`config.mk`:
```
export PLATFORM = sky130hd
export DESIGN_NAME = store_lane_buffer
export DESIGN_NICKNAME = d
export VERILOG_FILES = /design/src/rtl/store_lane_buffer.sv
export SDC_FILE = /design/constraint.sdc
export NUM_CORES = 1
export LEC_CHECK = 0
export CAP_MARGIN = 20
export CORE_MARGIN = 10
export CORE_UTILIZATION = 55
export CTS_CLUSTER_SIZE = 12
export DETAILED_ROUTE_END_ITERATION = 8
export PLACE_DENSITY = 0.84
export SLEW_MARGIN = 30
export SYNTH_ARGS = -nofsm -noshare
export SYNTH_HDL_FRONTEND = slang
export SYNTH_SLANG_ARGS = --single-unit
```
`constraint.sdc`:
```
create_clock -name clk -period 9.97 [get_ports clk]
set_input_delay 2.991 -clock clk [delete_from_list [all_inputs] [get_ports clk]]
set_output_delay 2.991 -clock clk [all_outputs]
set_load 0.01 [all_outputs]
```
`src/rtl/store_lane_buffer.sv`:
```
// Store path from MEM to the data-memory port: byte-enable/lane decode, AdES
// detection, and a DEPTH-entry FIFO drained through a req/ack handshake.
module store_lane_buffer #(
  parameter int unsigned DATA_W = 32,
  parameter int unsigned ADDR_W = 32,
  parameter int unsigned DEPTH  = 4
) (
  input  logic                   clk,
  input  logic                   reset,
  input  logic                   st_valid,
  input  logic [1:0]             st_size,
  input  logic [ADDR_W-1:0]      st_addr,
  input  logic [DATA_W-1:0]      st_wdata,
  output logic                   st_ready,
  output logic                   st_exc,
  output logic                   mem_req,
  output logic [ADDR_W-1:0]      mem_addr,
  output logic [DATA_W/8-1:0]    mem_be,
  output logic [DATA_W-1:0]      mem_wdata,
  input  logic                   mem_ack,
  output logic                   buf_empty
);

  localparam int unsigned BYTES = DATA_W / 8;
  localparam int unsigned OFF_W = $clog2(BYTES);
  localparam int unsigned PTR_W = $clog2(DEPTH);
  localparam int unsigned CNT_W = $clog2(DEPTH + 1);

  logic [OFF_W-1:0]  off;
  logic [OFF_W-1:0]  align_mask;
  logic [BYTES-1:0]  be_base;
  logic [BYTES-1:0]  be_c;
  logic [DATA_W-1:0] data_mask;
  logic [DATA_W-1:0] wdata_c;
  logic              illegal;
  logic              misaligned;
  logic              full;
  logic              enq;
  logic              deq;

  logic [PTR_W-1:0]  head;
  logic [PTR_W-1:0]  tail;
  logic [CNT_W-1:0]  count;
  logic [CNT_W-1:0]  count_next;
  logic              empty_q;

  logic [ADDR_W-1:0] addr_q [DEPTH];
  logic [BYTES-1:0]  be_q   [DEPTH];
  logic [DATA_W-1:0] data_q [DEPTH];

  // Size decode: unshifted enable pattern and the offset bits that must be zero
  always_comb begin
    off        = st_addr[OFF_W-1:0];
    be_base    = '0;
    align_mask = '0;
    illegal    = 1'b0;
    data_mask  = '0;
    case (st_size)
      2'b01: be_base = BYTES'(1);
      2'b10: begin
        be_base    = BYTES'(3);
        align_mask = OFF_W'(1);
      end
      2'b00: begin
        be_base    = BYTES'(15);
        align_mask = OFF_W'(3);
      end
      default: begin
        be_base    = BYTES'(8'hFF);
        align_mask = OFF_W'(7);
        illegal    = (BYTES < 8);
      end
    endcase
    for (int unsigned i = 0; i < BYTES; i++) begin
      data_mask[8*i +: 8] = {8{be_base[i]}};
    end
    misaligned = |(off & align_mask);
    be_c       = be_base << off;
    wdata_c    = (st_wdata & data_mask) << {off, 3'b000};
  end

  assign st_exc     = st_valid & (misaligned | illegal);
  assign full       = (count == CNT_W'(DEPTH));
  assign st_ready   = !full;
  assign enq        = st_valid & st_ready & !st_exc;
  assign deq        = !empty_q & mem_ack;
  assign count_next = count + CNT_W'(enq) - CNT_W'(deq);

  // Payload storage; contents are don't-care until written
  always_ff @(posedge clk) begin
    if (enq && !reset) begin
      addr_q[tail] <= {st_addr[ADDR_W-1:OFF_W], OFF_W'(0)};
      be_q[tail]   <= be_c;
      data_q[tail] <= wdata_c;
    end
  end

  // Pointers wrap naturally since DEPTH is a power of two
  always_ff @(posedge clk) begin
    if (reset) begin
      head    <= '0;
      tail    <= '0;
      count   <= '0;
      empty_q <= 1'b1;
    end else begin
      if (enq) tail <= tail + PTR_W'(1);
      if (deq) head <= head + PTR_W'(1);
      count   <= count_next;
      empty_q <= (count_next == '0);
    end
  end

  assign mem_req   = !empty_q;
  assign buf_empty = empty_q;
  assign mem_addr  = empty_q ? '0 : addr_q[head];
  assign mem_be    = empty_q ? '0 : be_q[head];
  assign mem_wdata = empty_q ? '0 : data_q[head];

endmodule
```
Yosys cells after proc, flatten, opt, wreduce, memory -nomap -nowiden
Memories as Yosys holds them, arrays and structs flattened. A register that Yosys moved wholly into a read port is not among the register bits.
Cells that the tools add are included.
{"block": "classes", "addsub": 4, "eq_ne": 3, "shifts": 2, "mux": 14, "bitwise_logic": 7, "reduce_logical": 9}
{"operator": "$mux W32", "n": 2}
{"operator": "$and A32 B32 Y32", "n": 1}
{"operator": "$shl A32 B5 Y32", "n": 1}
{"operator": "$mux W2", "n": 6}
{"operator": "$pmux W4 S2", "n": 1}
{"operator": "$add A2 B1 Y2 const B", "n": 2}
{"operator": "$and A1 B1 Y1", "n": 4}
{"operator": "$logic_not A1 Y1", "n": 4}
{"operator": "$mux W4", "n": 1}
{"operator": "$pmux W2 S2", "n": 1}
{"operator": "$shl A4 B2 Y4", "n": 1}
{"operator": "$add A3 B1 Y3", "n": 1}
{"operator": "$eq A3 B3 Y1 const B", "n": 1}
{"operator": "$logic_not A3 Y1", "n": 1}
{"operator": "$mux W1", "n": 3}
{"operator": "$reduce_or A3 Y1", "n": 1}
{"operator": "$sub A3 B1 Y3", "n": 1}
{"operator": "$and A2 B2 Y2", "n": 1}
{"operator": "$eq A2 B1 Y1 const B", "n": 1}
{"operator": "$eq A2 B2 Y1 const B", "n": 1}
{"operator": "$logic_not A2 Y1", "n": 1}
{"operator": "$reduce_or A2 Y1", "n": 1}
{"operator": "$logic_and A1 B1 Y1", "n": 1}
{"operator": "$or A1 B1 Y1", "n": 1}
{"block": "totals", "regBits": 8, "mem_bits_rw": 264, "inputBits": 70, "output_inout_bits": 72, "wordCells": 46, "n_memories": 3}
{"memory": "data_q", "words": 4, "word_bits": 32, "read_ports": 1, "rd_clocked_by_memory_dff": 1, "write_ports": 1, "line_no": "49", "text": "logic [DATA_W-1:0] data_q [DEPTH];"}
{"memory": "addr_q", "words": 4, "word_bits": 30, "read_ports": 1, "rd_clocked_by_memory_dff": 1, "write_ports": 1, "line_no": "47", "text": "logic [ADDR_W-1:0] addr_q [DEPTH];"}
{"memory": "be_q", "words": 4, "word_bits": 4, "read_ports": 1, "rd_clocked_by_memory_dff": 1, "write_ports": 1, "line_no": "48", "text": "logic [BYTES-1:0] be_q [DEPTH];"}

Depth between registers and ports, before layout
{"block": "logic_depth", "depth_word": 11, "mapped_depth": 13, "ltp_nobuf": 12}

Least setup slack after synthesis
No wires, ideal clock.
{"block": "synth_timing", "kind": "in2reg", "startpoint": "in st_size[1]", "endpoint": "mem addr_q[0][0] (netlist name) (enable)", "setup_ps": 585, "arrival_ps": 8790, "t_required_ps": 9385, "setup_slack_ps": 595, "cell_stages": 5, "n_path_buf": 0, "cell_sequence": "inv_1 ha_1 a221oi_4 nand3_2 nor3b_1"}
{"block": "synth_via", "elab_chain_len": 11, "word_cells_on_any_way": 15, "classes_between": "eq/ne (2); mux (4); bitwise (4); reduce/logical (5)"}
{"item": "from (decl)", "line_no": "11", "text": "input logic [1:0] st_size,"}
{"item": "$eq A2 B2 Y1 or $eq A2 B1 Y1 (tied branches)", "line_no": "58", "text": "case (st_size)"}
{"item": "$pmux W2 S2", "line_no": "58"}
{"item": "$and A2 B2 Y2", "line_no": "77", "text": "misaligned = |(off & align_mask);"}
{"item": "$reduce_or A2 Y1", "line_no": "77"}
{"item": "$or A1 B1 Y1 *", "line_no": "82", "text": "assign st_exc = st_valid & (misaligned | illegal);"}
{"item": "$and A1 B1 Y1 *", "line_no": "82"}
{"item": "$logic_not A1 Y1 *", "line_no": "85", "text": "assign enq = st_valid & st_ready & !st_exc;"}
{"item": "$and A1 B1 Y1 *", "line_no": "85"}
{"item": "$logic_and A1 B1 Y1 *", "line_no": "91", "text": "if (enq && !reset) begin"}
{"item": "$mux W1 *", "line_no": "91"}
{"item": "$mux W1 (not written as such) *", "line_no": "92", "text": "addr_q[tail] <= {st_addr[ADDR_W-1:OFF_W], OFF_W'(0)};"}
{"item": "to (decl)", "line_no": "47"}
Every way passes the cells marked *; elsewhere a longest branch is shown, timed or not.

Worst setup path after layout
{"block": "layout_timing", "startpoint": "in st_size[0]", "endpoint": "out st_exc"}
{"block": "layout_via", "elab_chain_len": 6, "word_cells_on_any_way": 10, "classes_between": "eq/ne (2); mux (2); bitwise (3); reduce/logical (3)"}
{"item": "$eq A2 B2 Y1 or $eq A2 B1 Y1 (tied branches)", "line_no": "58"}
{"item": "$pmux W2 S2", "line_no": "58"}
{"item": "$and A2 B2 Y2", "line_no": "77"}
{"item": "$reduce_or A2 Y1", "line_no": "77"}
{"item": "$or A1 B1 Y1 *", "line_no": "82"}
{"item": "$and A1 B1 Y1 *", "line_no": "82"}
{"item": "to (decl)", "line_no": "15", "text": "output logic st_exc,"}
Marked as above.

==> out/qor.json <==
{
  "postCtsSetupBuffers": {"value": 0},
  "place_area": {"value": 12700, "unit": "sq um"},
  "root_buffer": {"value": "clkbuf_16"},
  "design.portCount": {"value": 142},
  "antenna_violations_before_repair": {"value": 0},
  "setup_violations": {"value": 0},
  "synthToLayoutAreaGrowth": {"value": 22.2, "unit": "%"},
  "final_layout_size_suffix_gt1_share": {"value": 16.2, "unit": "%"},
  "place_inst": {"value": 951},
  "synth_cells": {"value": 570},
  "wl_cell": {"value": 22.9, "unit": "microns"},
  "synth.yosys.seq_area_share": {"value": 73.4, "unit": "%"},
  "max_slew.worst_pin.slew": {"value": 0.840, "unit": "ns"},
  "yosysWarningCount": {"value": 0},
  "muxShareOfSynthArea": {"value": 14.1, "unit": "%"},
  "final_hold_viol_count": {"value": 0},
  "fp.dieH": {"value": 162, "unit": "microns"},
  "synthesis.area": {"value": 11100, "unit": "sq um"},
  "leakage": {"value": 4.33, "unit": "nW"},
  "detailroute.wirelength.met3": {"value": 1910, "unit": "microns"},
  "gp_congestion": {"value": 0.875},
  "io_buffer_count": {"value": 139},
  "power.density_cell_area": {"value": 213, "unit": "nW/um^2"},
  "met2_wirelength": {"value": 11000, "unit": "microns"},
  "finalWirelength": {"value": 22700, "unit": "microns"},
  "worst-endpoint-required": {"value": 6.98, "unit": "ns"},
  "die-width": {"value": 162, "unit": "microns"},
  "vias_cell": {"value": 5.89},
  "fmaxAchievable": {"value": 124, "unit": "MHz"},
  "floorplan.initialDensity": {"value": 56.3, "unit": "%"},
  "worst_hold_path_type": {"value": "flop to flop"},
  "report.final.slew_viol_count": {"value": 0},
  "asyncSetResetFlopFracSynth": {"value": 0, "unit": "%"},
  "complex_gate_fraction_of_the_synthesized_area": {"value": 2.52, "unit": "%"},
  "whs": {"value": 0.548, "unit": "ns"},
  "cts_h_tree_depth": {"value": 1},
  "post-dp-hpwl": {"value": 14000, "unit": "microns"},
  "cts_inserted_buffers": {"value": 28},
  "clock_insertion_delay_worst_skew": {"value": 0.52, "unit": "ns"},
  "synth_xor_area_share": {"value": 0.316, "unit": "%"},
  "fp.coreArea": {"value": 19700, "unit": "sq um"},
  "dieArea": {"value": 26200, "unit": "sq um"},
  "finalCritPeriodShare": {"value": 80.9, "unit": "%"},
  "grt_pass1_vias": {"value": 6265},
  "detailroute.via_count": {"value": 5849},
  "cts_resized": {"value": 0},
  "top_signal_layer_used": {"value": "met4"},
  "synth_edf_count": {"value": 264},
  "timing.setup.critical_path_class": {"value": "primary input to output pin"},
  "cts-root-to-sink-buffers": {"value": 3},
  "post_synth.cell_area_avg": {"value": 19.4, "unit": "sq um"},
  "cts_tree": {"value": "done"},
  "max-vdd-ir-drop": {"value": 152, "unit": "uV"},
  "worst_setup_hold_path_clk_slew": {"value": 0.06, "unit": "ns"},
  "cap_viol_max_count": {"value": 0},
  "synthAdderAreaFrac": {"value": 1.08, "unit": "%"},
  "drcViolationCount": {"value": 0},
  "postSynth.topFlopCell": {"value": "edfxtp_1"},
  "outcome": {"value": "completed"},
  "post_layout_instance_count_excluding_filler_cells": {"value": 993},
  "crit_arrival": {"value": 5.07, "unit": "ns"},
  "cp-end-kind": {"value": "output pin"},
  "ant_nets": {"value": 0},
  "maximum_number_of_pins_on_one_net_before_global_route_repair": {"value": 68},
  "diodes_inserted": {"value": 0},
  "globalRouteTotalUtil": {"value": 17.5, "unit": "%"},
  "final_nets": {"value": 795},
  "drt-met1-wl": {"value": 9380, "unit": "microns"},
  "ys_ff_latch": {"value": 274},
  "hold_buffers": {"value": 0},
  "rsz_0062_raised_after_global_routing": {"value": "false"},
  "period_minus_slack": {"value": 8.06, "unit": "ns"},
  "synth_top_family_by_area": {"value": "multiplexers"},
  "totalPowerFinal": {"value": 0.00287, "unit": "W"},
  "grt_first_pass_wirelength": {"value": 36200, "unit": "microns"},
  "drt_first_pass_iters": {"value": 5},
  "final_instance_area": {"value": 13500, "unit": "sq um"},
  "grt_overflow": {"value": 0},
  "std_cell_rows": {"value": 51},
  "final_worst_clock_skew": {"value": 0.00998, "unit": "ns"},
  "slew-limit-headroom": {"value": 44.0, "unit": "%"},
  "post_synth_num_cell_types": {"value": 30},
  "drt_first_iter_violations": {"value": 416},
  "fin_tns_setup": {"value": 0, "unit": "ns"},
  "crit_path_start_kind": {"value": "primary input"},
  "post_synth_and_or_nand_nor_area_fraction": {"value": 6.45, "unit": "%"},
  "clkSinkCount": {"value": 274},
  "crit_path_max_fanout": {"value": 10}
}
[Yosys cell counts (all sizes together), types with 10 or more instances]
cell type / n / share of area [%]
inv: 11 / 0.40
dfxtp: 10 / 1.8
edfxtp: 264 / 72
mux4: 66 / 13
nor3b: 12 / 0.81
a21oi: 10 / 0.45
and2: 74 / 4.2
o21ai: 10 / 0.45
nand2: 12 / 0.41
buf: 18 / 1.2
nor2: 20 / 0.68
clkbuf: 14 / 0.47
[routing by layer]
layer / GRT usage, % / vias to the layer above
met5: 0 / -
li1: - / 2550
met1: 23.8 / 2995
met2: 28.0 / 269
met3: 4.27 / 35
met4: 4.38 / 0
[flip-flops by register name, indices dropped and copies added, names as in the netlist, named ones only]
name / count
addr_q: 120
be_q: 16
buf_empty: 1
count: 3
data_q: 128
head: 2
tail: 2
[kinds of logic after synthesis]
logic type,count (synthesis)
flops,274
simple gates,124
mux,74
buf+inv,43
compound gates,41
fa+ha+maj,9
xor+xnor,4
other cells,1
[area by class of cell]
type,instances,area (sq um)
sequential,274,8130
fill,1306,6130
multi-input combinational,254,2740
timing repair buffer,147,1470
clock buffer,36,752
tap,265,332
clock inverter,6,55.1
inverter,11,43.8
[path summary, 6_finish.rpt]
kind	start	to	slack (ns)	cells past startpoint
setup / recovery	st_size[0]	st_exc	1.91	6
hold / removal	head[0]	head[0]	0.55	2
setup reg to reg	count[1]	buf_empty	7.64	10
hold reg to reg	head[0]	head[0]	0.55	2
[metrics by stage]
stage,util [%],worst slack [ns]
finish,68.8,1.91
global route,68.8,1.81
global placement,64.6,1.94
detailed placement,64.6,1.92
CTS,68.7,1.91
floorplan,-,0.595
[layout by cell type, fill, tap and decap left out, types with 7 or more instances in the layout]
cell type / instances
nand2_1: 12
mux2i_1: 8
nor3b_1: 8
edfxtp_1: 264
inv_1: 10
a21oi_1: 10
dfxtp_1: 8
ha_1: 8
and2_1: 74
o21ai_0: 10
o22ai_1: 8
clkdlybuf4s50_1: 139
a32oi_1: 7
clkbuf_1: 7
nor2_1: 20
mux4_2: 66
clkbuf_16: 29
[power by group]
part	internal, W	leakage, nW	switching, W
combinational	0.000340	1.45	0.000284
clock	0.000547	0.393	0.000382
sequential	0.00130	2.49	0.0000242
[critical path, stage by stage]
cell             delay (ns)
clkdlybuf4s50_1        0.51
ha_1                   0.42
inv_4                  0.13
a221oi_4               0.45
nor2b_1                0.09
clkdlybuf4s50_1        0.49
Power figures use the tool's default switching activity.
